--- src/rtl/buffer_if_id_hazard_pkg.sv ---
// Shared MIPS pipeline definitions: opcodes, NOP encoding and IF/ID control states.
package mips_pipe_pkg;

    localparam logic [5:0] OP_RTYPE = 6'h00;
    localparam logic [5:0] OP_BEQ   = 6'h04;
    localparam logic [5:0] OP_BNE   = 6'h05;
    localparam logic [5:0] OP_SW    = 6'h2B;
    localparam logic [5:0] OP_LW    = 6'h23;

    localparam logic [31:0] NOP_INSTR = 32'h0000_0000;

    typedef enum logic [1:0] {
        RUN,
        STALL,
        FLUSH
    } ifid_state_t;

    // Opcodes whose rt field is a source operand rather than a destination.
    function automatic logic reads_rt(input logic [5:0] opcode);
        return (opcode == OP_RTYPE) || (opcode == OP_BEQ) ||
               (opcode == OP_BNE)   || (opcode == OP_SW);
    endfunction

endpackage

--- src/rtl/buffer_if_id_hazard_if.sv ---
// Fetch-side and decode-side signal bundle of the IF/ID buffer.
interface buffer_if_id_hazard_if #(
    parameter int CNT_W = 16
);
    logic [31:0]      i_instruction;
    logic [31:0]      i_address_pc;
    logic [1:0]       i_idex_memRead;
    logic [4:0]       i_idex_rt;
    logic             i_pcsrc;

    logic [31:0]      o_instruction;
    logic [31:0]      o_address_pc;
    logic             o_valid;
    logic             o_pc_write;
    logic             o_bubble;
    logic [CNT_W-1:0] o_stall_cnt;
    logic [CNT_W-1:0] o_flush_cnt;

    modport master (
        output i_instruction, i_address_pc, i_idex_memRead, i_idex_rt, i_pcsrc,
        input  o_instruction, o_address_pc, o_valid, o_pc_write, o_bubble,
               o_stall_cnt, o_flush_cnt
    );

    modport slave (
        input  i_instruction, i_address_pc, i_idex_memRead, i_idex_rt, i_pcsrc,
        output o_instruction, o_address_pc, o_valid, o_pc_write, o_bubble,
               o_stall_cnt, o_flush_cnt
    );
endinterface

--- src/rtl/buffer_if_id_hazard_hazard_detect_unit.sv ---
// Combinational load-use comparator between the IF/ID instruction and a load in ID/EX.
module hazard_detect_unit
    import mips_pipe_pkg::*;
(
    input  logic [31:0] i_instruction,
    input  logic [1:0]  i_idex_memRead,
    input  logic [4:0]  i_idex_rt,
    input  logic        i_valid,
    input  logic        i_enable,
    output logic        o_hazard
);
    logic [5:0] opcode;
    logic [4:0] rs;
    logic [4:0] rt;
    logic       unused_lo;

    assign opcode    = i_instruction[31:26];
    assign rs        = i_instruction[25:21];
    assign rt        = i_instruction[20:16];
    assign unused_lo = ^i_instruction[15:0];

    // Writes to $0 are discarded, so a load targeting $0 never creates a dependency.
    assign o_hazard = i_enable && i_valid && (i_idex_memRead != '0) && (i_idex_rt != '0) &&
                      ((i_idex_rt == rs) || ((i_idex_rt == rt) && reads_rt(opcode)));
endmodule

--- src/rtl/buffer_if_id_hazard.sv ---
// IF/ID pipeline register with load-use stall, branch/jump flush and debug event counters.
module buffer_if_id_hazard
    import mips_pipe_pkg::*;
#(
    parameter int FLUSH_DEPTH = 1,
    parameter int CNT_W       = 16
) (
    input  logic                  clk,
    input  logic                  rst,
    buffer_if_id_hazard_if.slave  bus
);
    localparam logic [1:0] FLUSH_RELOAD = 2'(FLUSH_DEPTH - 1);

    ifid_state_t      state, state_next;
    logic [1:0]       remaining, remaining_next;
    logic [31:0]      instr_q;
    logic [31:0]      pc_q;
    logic             valid_q;
    logic [CNT_W-1:0] stall_cnt;
    logic [CNT_W-1:0] flush_cnt;

    logic hazard;
    logic pc_write;
    logic bubble;
    logic force_nop;
    logic stall_evt;
    logic flush_evt;

    hazard_detect_unit u_hazard (
        .i_instruction  (instr_q),
        .i_idex_memRead (bus.i_idex_memRead),
        .i_idex_rt      (bus.i_idex_rt),
        .i_valid        (valid_q),
        .i_enable       (state == RUN),
        .o_hazard       (hazard)
    );

    always_comb begin
        state_next     = state;
        remaining_next = remaining;
        pc_write       = 1'b1;
        bubble         = 1'b0;
        force_nop      = 1'b0;
        stall_evt      = 1'b0;
        flush_evt      = 1'b0;
        if (bus.i_pcsrc) begin
            force_nop = 1'b1;
            bubble    = 1'b1;
            flush_evt = 1'b1;
            if (FLUSH_DEPTH == 1) begin
                state_next = RUN;
            end else begin
                state_next     = FLUSH;
                remaining_next = FLUSH_RELOAD;
            end
        end else if (hazard) begin
            pc_write   = 1'b0;
            bubble     = 1'b1;
            stall_evt  = 1'b1;
            state_next = STALL;
        end else begin
            case (state)
                STALL: state_next = RUN;
                FLUSH: begin
                    force_nop      = 1'b1;
                    remaining_next = remaining - 2'd1;
                    if (remaining == 2'd1) state_next = RUN;
                end
                default: ;
            endcase
        end
    end

    always_ff @(posedge clk) begin
        if (rst) begin
            state     <= RUN;
            remaining <= '0;
            instr_q   <= NOP_INSTR;
            pc_q      <= '0;
            valid_q   <= 1'b0;
            stall_cnt <= '0;
            flush_cnt <= '0;
        end else begin
            state     <= state_next;
            remaining <= remaining_next;
            if (!stall_evt) begin
                instr_q <= force_nop ? NOP_INSTR : bus.i_instruction;
                pc_q    <= bus.i_address_pc;
                valid_q <= !force_nop;
            end
            if (stall_evt && (stall_cnt != '1)) stall_cnt <= stall_cnt + 1'b1;
            if (flush_evt && (flush_cnt != '1)) flush_cnt <= flush_cnt + 1'b1;
        end
    end

    // Reset dominates the combinational controls too, so fetch never sees a stray bubble.
    assign bus.o_pc_write    = pc_write | rst;
    assign bus.o_bubble      = bubble & ~rst;
    assign bus.o_instruction = instr_q;
    assign bus.o_address_pc  = pc_q;
    assign bus.o_valid       = valid_q;
    assign bus.o_stall_cnt   = stall_cnt;
    assign bus.o_flush_cnt   = flush_cnt;
endmodule
--- src/flat_wrapper.sv ---
// flat-port wrapper written by rule: the top's interface ports become plain ports
module buffer_if_id_hazard_flat import mips_pipe_pkg::*;
#(
    parameter int FLUSH_DEPTH = 1,
    parameter int CNT_W       = 16
)
  (clk, rst, bus_i_instruction, bus_i_address_pc, bus_i_idex_memRead, bus_i_idex_rt, bus_i_pcsrc, bus_o_instruction, bus_o_address_pc, bus_o_valid, bus_o_pc_write, bus_o_bubble, bus_o_stall_cnt, bus_o_flush_cnt);
  buffer_if_id_hazard_if #(.CNT_W(CNT_W)) bus_i ();
  input  logic clk;
  input  logic rst;
  input wire logic [$bits(bus_i.i_instruction)-1:0] bus_i_instruction;
  input wire logic [$bits(bus_i.i_address_pc)-1:0] bus_i_address_pc;
  input wire logic [$bits(bus_i.i_idex_memRead)-1:0] bus_i_idex_memRead;
  input wire logic [$bits(bus_i.i_idex_rt)-1:0] bus_i_idex_rt;
  input wire logic [$bits(bus_i.i_pcsrc)-1:0] bus_i_pcsrc;
  output wire logic [$bits(bus_i.o_instruction)-1:0] bus_o_instruction;
  output wire logic [$bits(bus_i.o_address_pc)-1:0] bus_o_address_pc;
  output wire logic [$bits(bus_i.o_valid)-1:0] bus_o_valid;
  output wire logic [$bits(bus_i.o_pc_write)-1:0] bus_o_pc_write;
  output wire logic [$bits(bus_i.o_bubble)-1:0] bus_o_bubble;
  output wire logic [$bits(bus_i.o_stall_cnt)-1:0] bus_o_stall_cnt;
  output wire logic [$bits(bus_i.o_flush_cnt)-1:0] bus_o_flush_cnt;
  assign bus_i.i_instruction = bus_i_instruction;
  assign bus_i.i_address_pc = bus_i_address_pc;
  assign bus_i.i_idex_memRead = bus_i_idex_memRead;
  assign bus_i.i_idex_rt = bus_i_idex_rt;
  assign bus_i.i_pcsrc = bus_i_pcsrc;
  assign bus_o_instruction = bus_i.o_instruction;
  assign bus_o_address_pc = bus_i.o_address_pc;
  assign bus_o_valid = bus_i.o_valid;
  assign bus_o_pc_write = bus_i.o_pc_write;
  assign bus_o_bubble = bus_i.o_bubble;
  assign bus_o_stall_cnt = bus_i.o_stall_cnt;
  assign bus_o_flush_cnt = bus_i.o_flush_cnt;
  buffer_if_id_hazard #(.FLUSH_DEPTH(FLUSH_DEPTH), .CNT_W(CNT_W)) u_core (.clk(clk), .rst(rst), .bus(bus_i));
endmodule
--- config.mk ---
export PLATFORM = sky130hd
export DESIGN_NAME = buffer_if_id_hazard_flat
export DESIGN_NICKNAME = d
export VERILOG_FILES = /design/src/rtl/buffer_if_id_hazard_pkg.sv /design/src/rtl/buffer_if_id_hazard_if.sv /design/src/rtl/buffer_if_id_hazard_hazard_detect_unit.sv /design/src/rtl/buffer_if_id_hazard.sv /design/src/flat_wrapper.sv
export SDC_FILE = /design/constraint.sdc
export NUM_CORES = 1
export LEC_CHECK = 0
export ABC_AREA = 0
export BUFFER_PORTS_ARGS = -buffer_cell sky130_fd_sc_hd__buf_2
export CAP_MARGIN = 30
export CORE_MARGIN = 2
export CORE_UTILIZATION = 35
export CTS_BUF_LIST = sky130_fd_sc_hd__clkbuf_8
export DETAILED_ROUTE_END_ITERATION = 12
export GPL_ROUTABILITY_DRIVEN = 0
export MAX_ROUTING_LAYER = met4
export PLACE_DENSITY_LB_ADDON = 0.15
export SLEW_MARGIN = 25
export SYNTH_ARGS = -nofsm -noshare
export SYNTH_HDL_FRONTEND = slang
export SYNTH_SLANG_ARGS = --single-unit
export TNS_END_PERCENT = 5
--- constraint.sdc ---
create_clock -name clk -period 5.45 [get_ports clk]
set_input_delay 0.8175 -clock clk [delete_from_list [all_inputs] [get_ports clk]]
set_output_delay 0.8175 -clock clk [all_outputs]
set_load 0.02 [all_outputs]
==> out/metrics.yaml <==
status:
  status: "finished, final reports clean"
cts:
  cts_sinks: 98
  clkTransAtPathRegs_ns: 0.09
  post-cts-setup-buffers: 0
  cts_made_buffers: 9
  cts_tree: "done"
  clk_latency_ns: 0.36
  cts_root_buffer: "clkbuf_8"
  clockBufferDepth: 2
  cts_hold_buf: 0
  cts_resized: 0
  htree_levels: 3
power:
  p_int_mw: 0.9571
  p_leak_nw: 2.403
  p_sw_frac: 0.2732
  peakVddDrop_mv: 0.1250
  clockPowerShare: 0.315
  combinationalPowerShare: 0.110
  power_frac_seq: 0.574
  power_density_nw_per_um2: 256.3
  power.net_switching_mw: 0.3597
timing:
  hold_viol: 0
  layout_setup_ws_ns: 2.167
  min_period_ns: 3.283
  whs_ns: 0.4544
  final_max_slew_viol_count: 0
  rsz0062_at_grt: "no"
  slew_headroom: 0.3970
  setup_viol: 0
  max_freq_mhz: 304.6
  clock_skew_ns: 0.009961
  period_share: 0.6024
  fin_setup_tns_ns: 0
  tightest_slew_ns: 0.9044
final_layout:
  num_antenna_cells: 0
  stdcell_count: 801
  layout.nets: 731
  post-route-util: 0.4520
  drive_gt1_frac: 0.3146
  area_growth_pct: 26.72
worst_setup_path:
  cp.arrival_ns: 2.47
  r2r_slack_ns: 2.88
  end_kind: "output pin"
  critPathKind: "input pin to output pin"
  worstRegToRegCells: 7
  cp_max_fo: 33
  crit_start: "bus_i_idex_rt[1]"
  r2r-start: "u_core.bus.o_instruction[28]$_SDFFE_PP0N_"
  crit_required_ns: 4.63
  crit_end: "bus_o_pc_write"
  worst_setup_path_start_kind: "input pin"
  timing.rr.end: "u_core.bus.o_stall_cnt[9]$_SDFFE_PP0P_"
drt:
  drt_iter0_drc: 239
  routedWlPerCell_um: 13.65
  first_pass_iters: 4
  wl_um: 10940
  post-route-drc-count: 0
  postRouteAntennaNets: 0
  avgViaCountPerCell: 4.913
  vias: 3935
job:
  max_cap_violations: 0
global_routing:
  grt_pass1_wl_um: 18150
  antenna_found_initial: 0
  grt_pass1_vias: 3731
  grt_start_max_net_pins: 40
  overflow: 0
  grt.total_usage: 0.1831
synth:
  ys_types: 46
  synth.net_count: 573
  seq_area_frac_synth: 0.4838
  synth_area_sq_um: 4055
  synth_flop_cell: "dfxtp_1"
  synth-seq-cells: 98
  synth_edf_count: 0
  ys_warn_count: 0
  synth.avg_cell_area_sq_um: 8.159
  async_reset_ff_frac: 0
  syn_inst: 497
floorplan:
  die_width_um: 111.6
  die_h_um: 111.6
  start_util: 0.3567
  core_area_sq_um: 11370
  rows: 39
  io_pins: 173
  die_area_sq_um: 12460
placement:
  port_buffers: 172
  dp.cells: 787
  pre_cts_slack_ns: 2.157
  hpwl_um: 7728
hold_path:
  hold_path_depth: 2
  hp-class: "flip-flop to flip-flop"
## routing by layer
metal | global-route usage | vias to the layer above | part of all wire
met3 | 0.04790 | 16 | 0.079
met4 | 0.07572 | 0 | 0.019
met1 | 0.2425 | 1775 | 0.49
met5 | - | - | 0
met2 | 0.2655 | 160 | 0.42
li1 | - | 1984 | -
## through the flow
step | area (sq um) | total power [mW]
2_1_floorplan | 4055 | 0.8542
3_3_place_gp | 4981 | 0.9167
3_5_place_dp | 4981 | 0.9194
4_1_cts | 5139 | 1.340
5_1_grt | 5139 | 1.380
6_report | 5139 | 1.317
## worst min path at each step
stage                                         startpoint                                         to
6_report        u_core.bus.o_instruction[0]$_SDFFE_PP0N_   u_core.bus.o_instruction[0]$_SDFFE_PP0N_
3_5_place_dp    u_core.bus.o_address_pc[27]$_SDFFE_PP0N_   u_core.bus.o_address_pc[27]$_SDFFE_PP0N_
4_1_cts         u_core.bus.o_address_pc[27]$_SDFFE_PP0N_   u_core.bus.o_address_pc[27]$_SDFFE_PP0N_
2_1_floorplan   u_core.bus.o_instruction[0]$_SDFFE_PP0N_   u_core.bus.o_instruction[0]$_SDFFE_PP0N_
5_1_grt         u_core.bus.o_address_pc[20]$_SDFFE_PP0N_   u_core.bus.o_address_pc[20]$_SDFFE_PP0N_
3_3_place_gp   u_core.bus.o_instruction[15]$_SDFFE_PP0N_  u_core.bus.o_instruction[15]$_SDFFE_PP0N_
## critical path, cell delays in order
cell and delay (ns):
buf_2 0.12, or4_4 0.54, nor2_4 0.12, nor3_1 0.10, o21ai_2 0.08, buf_4 0.33, nor2_1 0.10, inv_1 0.07
buf_2 0.15
## layout by cell type (no fill, tap or decap), drive strengths merged, types with 8 or more instances in the layout
master | Yosys | final
a21oi | 76 | 76
nor2 | 28 | 28
xor2 | 14 | 14
xnor2 | 8 | 8
buf | 17 | 177
nand2 | 138 | 138
nand3 | 14 | 14
nor3 | 9 | 9
nand4 | 12 | 12
o21ai | 9 | 9
dfxtp | 98 | 98
clkbuf | 13 | 9
## sequential cells by signal (all words and copies together), names as in the netlist
register,cells
u_core.bus.o_stall_cnt,16
u_core.bus.o_valid,1
u_core.bus.o_instruction,32
u_core.state,1
u_core.bus.o_flush_cnt,16
u_core.bus.o_address_pc,32
## layout make-up
cell class	count	area [sq um]
Inverter	5	18.77
Tap cell	143	178.9
Clock buffer	9	123.9
Clock inverter	5	33.78
Timing Repair Buffer	177	898.4
Fill cell	1166	6231
Multi-Input combinational cell	364	1923
Sequential cell	98	1962
## power groups by stage
| stage | logic [mW] | clock network, mW | registers, mW |
|---|---|---|---|
| CTS | 0.147 | 0.437 | 0.757 |
| global placement | 0.145 | 0 | 0.772 |
| detailed placement | 0.147 | 0 | 0.773 |
| floorplan | 0.0519 | 0 | 0.802 |
| finish | 0.145 | 0.415 | 0.756 |
| global route | 0.160 | 0.459 | 0.760 |
## synthesized netlist by cell type, drive strengths merged, types with 2 or more instances
| cell type | instances | area share |
|---|---|---|
| nand2 | 138 | 0.13 |
| dfxtp | 98 | 0.48 |
| a21oi | 76 | 0.094 |
| nor2 | 28 | 0.028 |
| buf | 17 | 0.026 |
| nand3 | 14 | 0.017 |
| xor2 | 14 | 0.030 |
| clkbuf | 13 | 0.012 |
| nand4 | 12 | 0.019 |
| nor3 | 9 | 0.012 |
| o21ai | 9 | 0.012 |
| xnor2 | 8 | 0.017 |
| or3 | 6 | 0.0093 |
| inv | 5 | 0.0046 |
| mux2 | 5 | 0.014 |
| nor2b | 5 | 0.0077 |
| and3 | 4 | 0.0062 |
| and4 | 4 | 0.0086 |
| nor4 | 4 | 0.011 |
| or4 | 4 | 0.0083 |
| mux2i | 3 | 0.0074 |
| nor3b | 3 | 0.0056 |
| a31oi | 2 | 0.0031 |
| and2 | 2 | 0.0031 |
| ha | 2 | 0.0062 |
| nand2b | 2 | 0.0031 |
| o31ai | 2 | 0.0037 |
## logic make-up (layout without fill, tap and decap cells)
logic type      Yosys count  after routing  share of synthesized area
flops                    98             98                     0.4838
simple gates            237            237                     0.2712
xor+xnor                 22             22                    0.04752
mux                       8              8                    0.02129
compound gates           95             95                     0.1271
fa+ha+maj                 2              2                   0.006170
buf+inv                  35            196                    0.04289
No activity file was read; power rests on OpenSTA's default activity.
